===== src/rtl/uart_tx_core_if.sv =====
// Register-block <-> transmitter handshake and frame-format bundle.
// The register block drives the configuration and the request; the core drives the line and status.
interface uart_tx_if;
    logic [7:0] tx_data;
    logic [1:0] data_bit_num;
    logic       stop_bit_num;
    logic       parity_en;
    logic       parity_type;
    logic       start_tx;
    logic       start_tx_down;
    logic       tx_done;
    logic       tx_busy;
    logic       tx;

    modport master (
        output tx_data, data_bit_num, stop_bit_num, parity_en, parity_type, start_tx,
        input  start_tx_down, tx_done, tx_busy, tx
    );

    modport slave (
        input  tx_data, data_bit_num, stop_bit_num, parity_en, parity_type, start_tx,
        output start_tx_down, tx_done, tx_busy, tx
    );
endinterface


===== src/rtl/uart_tx_core.sv =====
// UART transmitter: latches a byte and frame format on request and serialises
// start / 5..8 data (LSB first) / optional parity / 1..2 stop bits onto tx.
module uart_tx_core #(
    parameter int CLKS_PER_BIT = 868,
    parameter int CNT_W        = 16
) (
    input  logic      clk,
    input  logic      rst_n,
    uart_tx_if.slave  bus
);
    typedef enum logic [2:0] {IDLE, START, DATA, PARITY, STOP} state_e;

    localparam logic [CNT_W-1:0] BIT_LAST = CNT_W'(CLKS_PER_BIT - 1);

    state_e           state_q, state_d;
    logic [CNT_W-1:0] bit_cnt_q, bit_cnt_d;
    logic [2:0]       idx_q, idx_d;
    logic [7:0]       data_q, data_d;
    logic [1:0]       nbits_q, nbits_d;
    logic             stop2_q, stop2_d;
    logic             par_en_q, par_en_d;
    logic             par_type_q, par_type_d;
    logic             tx_q, tx_d;
    logic             done_q, done_d;
    logic             down_q, down_d;
    logic             busy_q, busy_d;

    logic             bit_end;
    logic [2:0]       last_idx;
    logic [7:0]       data_mask;
    logic             par_bit;

    assign bit_end   = (bit_cnt_q == BIT_LAST);
    assign last_idx  = {1'b0, nbits_q} + 3'd4;
    // Unused high bits of the shadow byte must not leak into parity.
    assign data_mask = 8'hFF >> (3'd3 - {1'b0, nbits_q});
    assign par_bit   = (^(data_q & data_mask)) ^ par_type_q;

    always_comb begin
        state_d    = state_q;
        bit_cnt_d  = bit_cnt_q;
        idx_d      = idx_q;
        data_d     = data_q;
        nbits_d    = nbits_q;
        stop2_d    = stop2_q;
        par_en_d   = par_en_q;
        par_type_d = par_type_q;
        tx_d       = tx_q;
        done_d     = done_q;
        down_d     = 1'b0;
        busy_d     = busy_q;

        if (state_q != IDLE)
            bit_cnt_d = bit_end ? '0 : bit_cnt_q + 1'b1;

        case (state_q)
            IDLE: begin
                if (bus.start_tx) begin
                    data_d     = bus.tx_data;
                    nbits_d    = bus.data_bit_num;
                    stop2_d    = bus.stop_bit_num;
                    par_en_d   = bus.parity_en;
                    par_type_d = bus.parity_type;
                    down_d     = 1'b1;
                    done_d     = 1'b0;
                    busy_d     = 1'b1;
                    tx_d       = 1'b0;
                    bit_cnt_d  = '0;
                    idx_d      = '0;
                    state_d    = START;
                end
            end
            START: begin
                if (bit_end) begin
                    tx_d    = data_q[0];
                    idx_d   = '0;
                    state_d = DATA;
                end
            end
            DATA: begin
                if (bit_end) begin
                    if (idx_q == last_idx) begin
                        idx_d = '0;
                        if (par_en_q) begin
                            tx_d    = par_bit;
                            state_d = PARITY;
                        end else begin
                            tx_d    = 1'b1;
                            state_d = STOP;
                        end
                    end else begin
                        idx_d = idx_q + 3'd1;
                        tx_d  = data_q[idx_q + 3'd1];
                    end
                end
            end
            PARITY: begin
                if (bit_end) begin
                    tx_d    = 1'b1;
                    idx_d   = '0;
                    state_d = STOP;
                end
            end
            STOP: begin
                // idx_q counts stop periods already finished within STOP.
                if (bit_end) begin
                    if (idx_q[0] == stop2_q) begin
                        busy_d  = 1'b0;
                        done_d  = 1'b1;
                        idx_d   = '0;
                        state_d = IDLE;
                    end else begin
                        idx_d = 3'd1;
                    end
                end
            end
            default: state_d = IDLE;
        endcase
    end

    always_ff @(posedge clk or negedge rst_n) begin
        if (!rst_n) begin
            state_q    <= IDLE;
            bit_cnt_q  <= '0;
            idx_q      <= '0;
            data_q     <= '0;
            nbits_q    <= '0;
            stop2_q    <= 1'b0;
            par_en_q   <= 1'b0;
            par_type_q <= 1'b0;
            tx_q       <= 1'b1;
            done_q     <= 1'b0;
            down_q     <= 1'b0;
            busy_q     <= 1'b0;
        end else begin
            state_q    <= state_d;
            bit_cnt_q  <= bit_cnt_d;
            idx_q      <= idx_d;
            data_q     <= data_d;
            nbits_q    <= nbits_d;
            stop2_q    <= stop2_d;
            par_en_q   <= par_en_d;
            par_type_q <= par_type_d;
            tx_q       <= tx_d;
            done_q     <= done_d;
            down_q     <= down_d;
            busy_q     <= busy_d;
        end
    end

    assign bus.tx            = tx_q;
    assign bus.tx_done       = done_q;
    assign bus.start_tx_down = down_q;
    assign bus.tx_busy       = busy_q;
endmodule


===== src/flat_wrapper.sv =====
// flat-port wrapper written by rule: the top's interface ports become plain ports
module uart_tx_core_flat 
#(
    parameter int CLKS_PER_BIT = 868,
    parameter int CNT_W        = 16
)
  (clk, rst_n, bus_tx_data, bus_data_bit_num, bus_stop_bit_num, bus_parity_en, bus_parity_type, bus_start_tx, bus_start_tx_down, bus_tx_done, bus_tx_busy, bus_tx);
  uart_tx_if bus_i ();
  input  logic clk;
  input  logic rst_n;
  input wire logic [$bits(bus_i.tx_data)-1:0] bus_tx_data;
  input wire logic [$bits(bus_i.data_bit_num)-1:0] bus_data_bit_num;
  input wire logic [$bits(bus_i.stop_bit_num)-1:0] bus_stop_bit_num;
  input wire logic [$bits(bus_i.parity_en)-1:0] bus_parity_en;
  input wire logic [$bits(bus_i.parity_type)-1:0] bus_parity_type;
  input wire logic [$bits(bus_i.start_tx)-1:0] bus_start_tx;
  output wire logic [$bits(bus_i.start_tx_down)-1:0] bus_start_tx_down;
  output wire logic [$bits(bus_i.tx_done)-1:0] bus_tx_done;
  output wire logic [$bits(bus_i.tx_busy)-1:0] bus_tx_busy;
  output wire logic [$bits(bus_i.tx)-1:0] bus_tx;
  assign bus_i.tx_data = bus_tx_data;
  assign bus_i.data_bit_num = bus_data_bit_num;
  assign bus_i.stop_bit_num = bus_stop_bit_num;
  assign bus_i.parity_en = bus_parity_en;
  assign bus_i.parity_type = bus_parity_type;
  assign bus_i.start_tx = bus_start_tx;
  assign bus_start_tx_down = bus_i.start_tx_down;
  assign bus_tx_done = bus_i.tx_done;
  assign bus_tx_busy = bus_i.tx_busy;
  assign bus_tx = bus_i.tx;
  uart_tx_core #(.CLKS_PER_BIT(CLKS_PER_BIT), .CNT_W(CNT_W)) u_core (.clk(clk), .rst_n(rst_n), .bus(bus_i));
endmodule

===== config.mk =====
export PLATFORM = sky130hd
export DESIGN_NAME = uart_tx_core_flat
export DESIGN_NICKNAME = d
export VERILOG_FILES = /design/src/rtl/uart_tx_core_if.sv /design/src/rtl/uart_tx_core.sv /design/src/flat_wrapper.sv
export SDC_FILE = /design/constraint.sdc
export NUM_CORES = 1
export LEC_CHECK = 0
export BUFFER_PORTS_ARGS = -buffer_cell sky130_fd_sc_hd__buf_2
export CORE_MARGIN = 1.5
export CORE_UTILIZATION = 55
export CTS_BUF_LIST = sky130_fd_sc_hd__clkbuf_8
export CTS_CLUSTER_DIAMETER = 50
export DETAILED_ROUTE_END_ITERATION = 6
export PLACE_DENSITY = 0.82
export SLEW_MARGIN = 20
export SYNTH_ARGS = -nofsm -noshare
export SYNTH_HDL_FRONTEND = slang
export SYNTH_SLANG_ARGS = --single-unit

===== constraint.sdc =====
create_clock -name clk -period 2.4 [get_ports clk]
set_input_delay 0.48 -clock clk [delete_from_list [all_inputs] [get_ports clk]]
set_output_delay 0.48 -clock clk [all_outputs]
set_load 0.1 [all_outputs]

# After elaboration in Yosys (flattened, before gate mapping)
# Index checks and enable logic that the tools add are counted.
word_totals:
  romBits: 0
  input_bits: 16
  ramBits: 0
  reg_bits: 39
  out_inout_bits: 4
  memories: 0
  elab_cells: 85
  latchBits: 0
classes:
  n_lt_le_gt_ge: 1
  n_div: 0
  eq_ne: 15
  n_shift: 1
  mul: 0
  n_reduce_logical: 12
  muxes: 38
  bitwise: 2
  n_addsub: 4
ops:
  columns: ["cell", "n"]
  rows:
  - ["two-way mux 16 bit", 4]
  - ["two-way mux 3 bit", 13]
  - ["adder 16 x 1 -> 16 bit, second input constant", 1]
  - ["== test 16 x 10 -> 1 bit, second input constant", 1]
  - ["two-way mux 1 bit", 15]
  - ["one-hot mux 3 bit (5 select lines)", 1]
  - ["inequality test 2 x 1 -> 1 bit, second input constant", 7]
  - ["one-hot mux 3 bit (4 select lines)", 1]
  - ["AND reduction 5 bit", 2]
  - ["bitwise AND 8 bit", 1]
  - ["nonzero test 4 bit", 2]
  - ["XOR reduction 8 bit", 1]
  - [">> shifter 8 x 3 -> 8 bit, first input constant", 1]
  - ["AND reduction 7 bit", 1]
  - ["== test 3 x 2 -> 1 bit, second input constant", 2]
  - ["less-than comparator 3 x 4 -> 1 bit, second input constant", 1]
  - ["one-hot mux 1 bit (2 select lines)", 2]
  - ["one-hot mux 1 bit (4 select lines)", 1]
  - ["AND reduction 4 bit", 1]
  - ["adder 2 x 3 -> 3 bit, second input constant", 1]
  - ["adder 3 x 1 -> 3 bit, second input constant", 1]
  - ["binary-select mux 1 bit (select 3 bit)", 1]
  - ["== test 3 x 1 -> 1 bit, second input constant", 1]
  - ["== test 3 bit", 1]
  - ["other kinds (10)", 10]

# Longest topological paths before layout
# Gate-level depths: netlist of the first run.
logic_depth:
  depth_word: 9
  mapped_depth: 7
  depth_no_buf: 6

# Worst setup path before layout of the first run
# OpenSTA, ideal clock, no wires.
synth_path:
  kind: "reg2reg"
  from: "register u_core.bit_cnt_q[0]"
  to: "register u_core.idx_q[0]"
  period_less_slack_ns: 2.255
  stages_incl_launch_ff: 8
  n_path_buf: 1
  arrival_ns: 2.161
  required_time_ns: 2.306
  setup_ns: 0.094
  setup_slack_ns: 0.145
  path_cell_list: "dfrtp_1 ha_1 or3b_2 or4_4 buf_6 nor4_2 a211oi_1 a221oi_2"
synth_via:
  elab_chain_cells: 3
  elab_cells_between_ends: 5
  classes_between: "eq/ne (4); reduce/logical (1)"
synth_lines:
  columns: ["element", "line_no", "text"]
  rows:
  - ["start: declaration", "uart_tx_core.sv:16", "logic [CNT_W-1:0] bit_cnt_q, bit_cnt_d;"]
  - ["start signal: assignment", "uart_tx_core.sv:137", "bit_cnt_q <= bit_cnt_d;"]
  - ["== test 16 x 10 -> 1 bit *", "uart_tx_core.sv:33", "assign bit_end = (bit_cnt_q == BIT_LAST);"]
  - ["inequality test 2 x 1 -> 1 bit (no line)", null, null]
  - ["AND reduction 5 bit (no line) *", null, null]
  - ["end signal: assignment", "uart_tx_core.sv:138", "idx_q <= idx_d;"]
  - ["end: declaration", "uart_tx_core.sv:17", "logic [2:0] idx_q, idx_d;"]
# Mark *: on every way between the ends. The rest lies on a longest branch, timed or not.
# A chain may end at the register's enable or synchronous reset.

# Final worst setup path of the first run
# Ends and elaborated chain as after synthesis.

==> flow_metrics.tcl, run 1 <==
set metrics [dict create \
    crit_start "u_core.bit_cnt_q[0]" \
    sw_frac_of_total_pct 22.2 \
    timing.rr.start "u_core.bit_cnt_q[0]" \
    endpoint "u_core.idx_q[0]" \
    timing.rr.end "u_core.idx_q[0]" \
    combPwrFrac_pct 2.3 \
    dp_hpwl_mm 3.15 \
    synth_compound_area_share_pct 11.8 \
    synth_edf_count 0 \
    routabilityCongestion 0.927 \
    overflow 0 \
    clock_sinks 39 \
    grt_max_degree 40 \
    clk_latency_ns 0.29 \
    cp-end-kind "register" \
    wl_mm 4.43 \
    die_y_um 65.2 \
    cts_inserted_buffers 5 \
    fin_crit_sh_pct 95.1 \
    final_util_pct 65.0 \
    drtAntennaViolNets 0 \
    clockBufferDepth 2 \
    syn-instance-count 234 \
    synth_top_family_by_area "simple AND/OR/NAND/NOR gates" \
    synth.avg_cell_area_um2 9.08 \
    drv_slew 0 \
    antenna_found_initial 0 \
    worstPathMaxFanout 8 \
    vias_per_cell 5.75 \
    p_seq_share_pct 59.1 \
    p_int_mw 0.865 \
    r2r_setup_slack_ns 0.12 \
    first_iter_violations 162 \
    layout-drive-gt1-share_pct 18.2 \
    synth-xor-area-share_pct 7.65 \
    leakage_nw 1.08 \
    syn_area_um2 2130 \
    ctsHoldBuffers 0 \
    syn_nets 252 \
    fmax_ghz 0.438 \
    synth_warnings 0 \
    cts-root-buf "clkbuf_8" \
    required_ns 2.61 \
    vias 1759 \
    fillers 314 \
    setup_viol 0 \
    grt_usage_pct 24.2 \
    hold_viol 0 \
    async_flop_share_pct 100 \
    synth_mux_area_share_pct 3.59 \
    rows 22 \
    crit_arrival_ns 2.49 \
    status "complete, no violations" \
    power_switching_mw 0.247 \
    clock_skew_ns 0.00549 \
    pwr-share-clk_pct 38.6 \
    slew_headroom_pct 42.6 \
    firstDrtPassIters 4 \
    first_global_vias 1648 \
    synth_cell_types 44 \
    cts_resized 0 \
    cap_viol_max_count 0 \
    crit_path_max_incr_delay_ns 0.58 \
    layout_setup_ws_ns 0.117 \
    path_class "register to register" \
    reg2reg_depth 6 \
    grt_pass1_wl_mm 7.89 \
    slowest_stage "or4_4" \
    core_um2 3690 \
    synthFlopType "dfrtp_1" \
    layout.nets 275 \
    postCtsSetupRepairBufs 0 \
    drc 0 \
    synthAdderAreaFrac_pct 1.18 \
    vdd_drop_max_mv 0.323 \
    synth-seq-cells 39 \
    cts_tree "yes" \
    pre_cts_ws_ns 0.133 \
    p_per_area_nw_per_um2 464 \
    worstPathCellList "ha_1 > or3b_2 > or4_4 > nor4_4 > a211oi_1 > a221oi_2" \
    antenna_cells 0 \
    tightest_slew_ns 0.861 \
    wl_per_cell_um 14.5 \
    die_area_um2 4250 \
    start_util_pct 57.6 \
    area_growth_syn_to_layout_pct 12.8 \
    ys_seq_area_share_pct 46.0 \
    htreeDepth 2 \
    io_pins 20 \
    synthSimpleGateAreaFrac_pct 26.7 \
    die_x_um 65.2 \
    fin_crit_ns 2.28 \
    hold_class "input port to asynchronous set/reset pin" \
    rsz0062_at_grt "false" \
    portBuffers 19 \
    clk_pin_slew_ns 0.08 \
    worstSetupStartpointType "register" \
    fin_setup_tns_ns 0 \
]
power by group through the flow:
stage	clock (mW)	combinational (mW)	sequential (mW)
after floorplan	0	0.00125	0.670
after global placement	0	0.0264	0.670
after detailed placement	0	0.0267	0.670
after CTS	0.435	0.0268	0.657
after global routing	0.455	0.0295	0.656
final	0.429	0.0259	0.657
metal layers:
metal / wire length, um / GRT usage, %
met5: 0 / 0
met1: 2150 / 35.4
met3: 230 / 4.97
met4: 67 / 8.33
met2: 1980 / 36.0
cell usage in the layout, fill, tap and decap left out, types with 4 or more instances in the layout:
master,count
nand2_1,55
dfrtp_1,38
o21ai_0,19
buf_2,19
nor2_1,12
xor2_1,10
nand3_1,9
nand4_1,8
nor3_1,8
buf_4,7
inv_1,6
a21oi_1,6
xnor2_1,6
or3_1,5
clkbuf_8,5
nor4_1,4
o211ai_1,4
sequential cells by signal, summed over array words and instances (netlist names):
register	flops
u_core.bus.tx	1
u_core.data_q	8
u_core.bus.start_tx_down	1
u_core.state_q	3
u_core.idx_q	3
u_core.par_type_q	1
u_core.bus.tx_busy	1
u_core.nbits_q	2
u_core.stop2_q	1
u_core.bus.tx_done	1
u_core.par_en_q	1
u_core.bit_cnt_q	16
worst max-delay path: cells and delay by family (launching register included):
kind            cells  cell delay [ns]
compound gates      2             0.26
fa+ha+maj           1             0.18
simple gates        3             1.37
flops               1             0.40
area by class of cell:
type                       instances  area (um2)  share of cell area [%]
clock inverter                     3        16.3                   0.678
clock buffer                       5        68.8                    2.87
sequential                        39         977                    40.8
tap                               48        60.1                    2.51
timing repair buffer              26         148                    6.16
inverter                           5        18.8                   0.783
multi-input combinational        180        1110                    46.2
kinds of logic after synthesis:
family	Yosys count
buffers and inverters	15
adders and majority gates	2
AOI/OAI and AO/OA	40
and+or+nand+nor	116
muxes	5
DFF	39
xor gates and xnor gates	17
per-stage QoR:
step	hold WS [ns]	instance area, um2	cells	power (mW)
5_1_grt	0.362	2400	306	1.14
2_1_floorplan	0.184	2130	234	0.671
3_5_place_dp	0.469	2290	298	0.696
3_3_place_gp	0.484	2290	298	0.696
4_1_cts	0.318	2380	306	1.12
6_report	0.294	2400	306	1.11
worst min path at each step:
stage | slack, ns | from | end
detailed placement | 0.47 | u_core.bus.tx_done | u_core.bus.tx_done
floorplan | 0.18 | rst_n | u_core.bit_cnt_q[0]
global route | 0.36 | rst_n | u_core.stop2_q
CTS | 0.32 | rst_n | u_core.idx_q[1]
finish | 0.29 | rst_n | u_core.idx_q[1]
global placement | 0.48 | u_core.bus.tx_done | u_core.bus.tx_done
Yosys cell counts, types with 2 or more instances:
master	number	area share, %
a21oi_1	6	1.4
inv_1	5	0.88
nand3_1	9	2.1
o21ai_0	19	4.5
dfrtp_1	38	45
nor4_1	5	1.5
o211ai_1	4	1.4
nor2_1	12	2.1
ha_1	2	1.2
clkbuf_1	5	0.88
mux4_2	2	2.1
xor2_1	10	4.1
nand3b_1	2	0.71
mux2i_1	2	0.94
nand2_1	55	9.7
nor2b_1	2	0.59
buf_2	3	0.71
a211oi_1	2	0.71
nand4_1	8	2.4
or3_1	5	1.5
nor3_1	8	1.9
or4_4	2	1.1
xnor2_1	6	2.5
and2_1	2	0.59
Note: power is estimated with default switching activity, not from simulation.
==> run 2, diff against run 1 <==
- ABC_AREA: unset -> 1
- CORE_UTILIZATION: 55 -> 56
==> run 2 against run 1 <==
Compared with the run above: combinational power decreased by 3%; synthesized area increased by 10%; worst setup slack improved by 0.52 ns; clock power increased by 32%; global-route usage decreased by 1.3 points; synthesized cell count increased by 29%; maximum frequency increased by 29%; critical endpoint is now bus_tx; highest routed layer unchanged.
==> flow_metrics.tcl, run 2 <==
set metrics [dict create \
    ctsHoldBuffers 0 \
    synth.avg_cell_area_um2 7.80 \
    crit_path_max_incr_delay_ns 0.56 \
    fin_crit_sh_pct 73.5 \
    p_int_mw 0.980 \
    synth_top_cell_by_area "dfrtp_1" \
    yosysMostFrequentCell "nand2_1" \
    clock_skew_ns 0.00860 \
    setup_viol 0 \
    hold_ws_ns 0.293 \
    grt_max_degree 40 \
    worstSetupStartpointType "register" \
    final_common_cell "nand2_1" \
    top_register "u_core.bit_cnt_q" \
    pwr-share-clk_pct 45.4 \
    overflow 0 \
    start_util_pct 58.3 \
    p_seq_share_pct 52.6 \
    pre_cts_ws_ns 0.783 \
    cap_viol_max_count 0 \
    synth_area_leaders "dfrtp_1, nand2_1, inv_1" \
    drtAntennaViolNets 0 \
    drc 0 \
    die_x_um 67.7 \
    tightest_slew_ns 0.866 \
    slew_headroom_pct 42.2 \
    worstPathMaxFanout 2 \
    antenna_cells 0 \
    cts_resized 0 \
    mostFrequentLayoutCells "nand2_1, dfrtp_1, inv_1" \
    rsz0062_at_grt "false" \
    rows 23 \
    drv_slew 0 \
    reg_top3 "u_core.bit_cnt_q x16, u_core.data_q x8" \
    portBuffers 19 \
    synth_cell_types 35 \
    synth_edf_count 0 \
    syn_nets 319 \
    required_ns 1.92 \
    slowest_stage "dfstp_2" \
    vias_per_cell 5.24 \
    crit_arrival_ns 1.28 \
    cts_tree "yes" \
    combPwrFrac_pct 2.0 \
    cts-root-buf "clkbuf_8" \
    vias 1964 \
    critical_path.top_delay_family "flip-flops" \
    firstDrtPassIters 4 \
    largest_register_ffs 16 \
    vdd_drop_max_mv 0.454 \
    synth_common_cells "nand2_1, dfrtp_1, inv_1, o21ai_0" \
    fin_crit_ns 1.76 \
    routabilityCongestion 0.871 \
    core_um2 4030 \
    area_growth_syn_to_layout_pct 10.6 \
    multiInputGateArea_um2 1170 \
    wl_mm 4.60 \
    grt_pass1_wl_mm 7.78 \
    synth-seq-cells 39 \
    fin_setup_tns_ns 0 \
    wl_per_cell_um 12.3 \
    clk_latency_ns 0.30 \
    grt_usage_pct 22.9 \
    first_iter_violations 112 \
    fillers 352 \
    htreeDepth 2 \
    synthFlopType "dfrtp_1" \
    syn-instance-count 301 \
    layout.nets 342 \
    regArea_um2 977 \
    hold_viol 0 \
    leakage_nw 1.35 \
    p_per_area_nw_per_um2 481 \
    worstPathCellList "buf_2" \
    hold_class "input port to asynchronous set/reset pin" \
    status "complete, no violations" \
    syn_area_um2 2350 \
    layout_setup_ws_ns 0.636 \
    clockBufferDepth 2 \
    clk_pin_slew_ns 0.08 \
    layout-drive-gt1-share_pct 20.6 \
    die_y_um 67.7 \
    postCtsSetupRepairBufs 0 \
    path_class "register to output port" \
    fmax_ghz 0.567 \
    async_flop_share_pct 100 \
    cts_inserted_buffers 5 \
    power_switching_mw 0.267 \
    antenna_found_initial 0 \
    ys_seq_area_share_pct 41.6 \
    clock_sinks 39 \
    synth_top_cell_area_share_pct 40.5 \
    synth_warnings 0 \
    first_global_vias 1772 \
    io_pins 20 \
    cp-end-kind "output port" \
    die_area_um2 4590 \
    cp_num_buf_inv 1 \
    dp_hpwl_mm 3.44 \
    sw_frac_of_total_pct 21.4 \
]
## run 2: final timing paths
check                                    start                   to  slack [ns]  cells after the start
min                                      rst_n  u_core.bit_cnt_q[3]        0.29                      1
max in group asynchronous                rst_n  u_core.bit_cnt_q[9]        1.55                      1
min in group clk              bus_stop_bit_num       u_core.stop2_q        0.37                      3
max                              u_core.bus.tx               bus_tx        0.64                      1
min reg2reg                 u_core.bus.tx_done   u_core.bus.tx_done        0.49                      2
max reg2reg                u_core.bit_cnt_q[0]    u_core.state_q[0]        0.76                      8
## run 2: power groups by stage
stage | combinational, mW | clock [mW] | sequential, mW
after floorplan | 0.000110 | 0 | 0.670
final | 0.0252 | 0.566 | 0.656
after global routing | 0.0299 | 0.601 | 0.657
after global placement | 0.0263 | 0 | 0.670
after detailed placement | 0.0263 | 0 | 0.670
after CTS | 0.0264 | 0.574 | 0.656
## run 2: logic make-up (layout without fill, tap and decap cells)
group | Yosys count | count (layout) | share of synthesized area, %
and+or+nand+nor | 159 | 159 | 35.4
AOI/OAI and AO/OA | 49 | 49 | 11.2
buffers and inverters | 46 | 70 | 8.42
DFF | 39 | 39 | 41.6
xor gates and xnor gates | 6 | 6 | 2.24
adders and majority gates | 2 | 2 | 1.07
## run 2: area by class of cell
cell class                      instances  area share [%]
Clock buffer                            5            2.65
Sequential cell                        39            37.7
Multi-Input combinational cell        216            45.2
Clock inverter                          3            1.83
Inverter                               43            6.61
Timing Repair Buffer                   19            3.66
Tap cell                               50            2.41
## run 2: stage by stage
step	std cells	instance area [um2]	power [mW]	utilization, %
6_report	375	2590	1.25	64.4
5_1_grt	375	2590	1.29	64.4
4_1_cts	375	2590	1.26	64.4
3_5_place_dp	367	2480	0.696	61.5
3_3_place_gp	367	2480	0.696	61.5
2_1_floorplan	301	2350	0.670	-
## run 2: worst register-to-register path: stages (launching register included)
cell and delay [ns]:
dfrtp_1 0.39, ha_1 0.26, nand3_1 0.12, nor2_2 0.15, nand3_2 0.16, o21ai_2 0.22, nand3_2 0.12, nand2_1 0.07
o21ai_1 0.06
## run 2: per-layer routing
| layer | track usage, % | vias up | share of wire (%) |
|---|---|---|---|
| met4 | 7.91 | 0 | 1.2 |
| met1 | 32.6 | 894 | 50 |
| li1 | - | 1018 | - |
| met2 | 34.9 | 43 | 44 |
| met5 | 0 | - | 0 |
| met3 | 4.33 | 9 | 5.3 |
==> run 3, diff against run 2 <==
- ABC_AREA: 1 -> 0
- CORE_UTILIZATION: 56 -> 55
- clock period: 2.4 -> 1.6 ns (I/O delays scaled with it)
==> run 3 against run 2 <==
Compared with the run above: the run now ends with negative setup slack left; non-clock buffer count increased by 53; combinational power increased by 67%; clock skew increased by 0.00097 ns; sequential power increased by 50%; final area increased by 12%; sequential cell count unchanged; worst setup slack got worse by 1.1 ns; worst hold slack got worse by 0.24 ns; total power increased by 37%; largest cell class unchanged; largest power group unchanged.
==> flow_metrics.tcl, run 3 (synthesis gave the netlist of run 1 again) <==
set metrics [dict create \
    mostFrequentLayoutCells "nand2_1, buf_4, dfrtp_1" \
    dp_hpwl_mm 3.68 \
    final_util_pct 79.0 \
    vias 2170 \
    portBuffers 19 \
    p_per_area_nw_per_um2 587 \
    path_class "register to register" \
    die_x_um 65.2 \
    top_register "u_core.bit_cnt_q" \
    antenna_cells 0 \
    placed_area_um2 2640 \
    slew_headroom_pct 65.1 \
    htreeDepth 2 \
    fillers 217 \
    routabilityCongestion 0.844 \
    cp-end-kind "register" \
    drtAntennaViolNets 0 \
    worstSetupStartpointType "register" \
    worstPathMaxFanout 7 \
    clock_sinks 39 \
    antenna_found_initial 0 \
    hold_viol 0 \
    die_y_um 65.2 \
    cap_viol_max_count 0 \
    pre_cts_ws_ns -0.443 \
    drc 0 \
    layout-drive-gt1-share_pct 38.2 \
    rows 22 \
    rsz0062_at_grt "true" \
    overflow 0 \
    reg2reg_depth 5 \
    hold_class "input port to asynchronous set/reset pin" \
    design_area_um2 2910 \
    status "complete, but fails checks" \
    largest_register_ffs 16 \
    io_pins 20 \
    first_global_vias 1964 \
    die_area_um2 4250 \
    wl_mm 6.20 \
    firstDrtPassIters 5 \
    grt_usage_pct 27.9 \
    final_common_cell "nand2_1" \
    grt_max_degree 40 \
    first_iter_violations 249 \
    leakage_nw 1.34 \
    grt_pass1_wl_mm 8.92 \
    cts-root-buf "clkbuf_8" \
    layout_setup_ws_ns -0.493 \
    fin_crit_sh_pct 131 \
    fin_crit_ns 2.09 \
    clk_latency_ns 0.31 \
    hold_ws_ns 0.0509 \
    setup_viol 25 \
    ctsHoldBuffers 0 \
    vdd_drop_max_mv 0.907 \
    cts_inserted_buffers 5 \
    clk_pin_slew_ns 0.09 \
    tightest_slew_ns 0.519 \
    crit_arrival_ns 2.29 \
    core_um2 3690 \
    clockBufferDepth 2 \
    layout.nets 321 \
    drv_slew 0 \
    wl_per_cell_um 17.6 \
    vias_per_cell 6.16 \
    fmax_ghz 0.478 \
    clock_skew_ns 0.00957 \
    power_mw 1.71 \
    cts_tree "yes" \
    area_growth_syn_to_layout_pct 37.1 \
    reg_top3 "u_core.bit_cnt_q x16, u_core.data_q x8" \
    start_util_pct 57.6 \
    required_ns 1.80 \
    violations "negative setup slack" \
]
-- run 3: worst paths after layout --
kind | slack (ns) | start | end
worst min register to register | 0.50 | u_core.bus.tx_done | u_core.bus.tx_done
worst max-delay path | -0.49 | u_core.bit_cnt_q[12] | u_core.state_q[1]
worst min-delay path | 0.05 | rst_n | u_core.bit_cnt_q[13]
max in group asynchronous | 1.20 | rst_n | u_core.bus.tx
min in group clk | 0.20 | bus_data_bit_num[1] | u_core.nbits_q[1]
worst max register to register | -0.49 | u_core.bit_cnt_q[12] | u_core.state_q[1]
-- run 3: where the power goes --
| part | internal, mW | switching (mW) |
|---|---|---|
| clock network | 0.303 | 0.381 |
| logic | 0.0158 | 0.0264 |
| registers | 0.985 | 0 |
| total | 1.30 | 0.408 |
-- run 3: area by class of cell --
| cell class | instances | area, um2 | share of cell area, % |
|---|---|---|---|
| Clock buffer | 5 | 68.8 | 2.36 |
| Multi-Input combinational cell | 180 | 1230 | 42.2 |
| Timing Repair Buffer | 72 | 539 | 18.5 |
| Clock inverter | 3 | 20.0 | 0.687 |
| Sequential cell | 39 | 977 | 33.5 |
| Tap cell | 48 | 60.1 | 2.06 |
| Inverter | 5 | 18.8 | 0.644 |
-- run 3: what timing repair did --
| action | 4_1_cts | 5_1_grt |
|---|---|---|
| setup buffers | 2 | 5 |
| endpoints found under the setup margin | 25 | 25 |
| resized for setup | 6 | 41 |
| pin swaps | 8 | 12 |
-- run 3: per-stage QoR --
stage                     TNS [ns]  instances
after detailed placement     -8.64        338
after CTS                    -8.89        348
after global placement       -7.38        338
after floorplan              -8.72        234
final                       -10.45        352
after global routing        -11.76        352
-- run 3: worst max-delay path: stages (launching register included) --
cell and delay (ns):
dfrtp_1 0.41, or4_1 0.61, or4_4 0.53, buf_4 0.18
o21ai_2 0.17, a21oi_2 0.08
-- run 3: metal layers --
metal	share of wire (%)	global-route usage (%)
met4	3.3	9.38
met2	48	45.3
met3	6.9	6.85
met5	0	0
met1	42	36.8
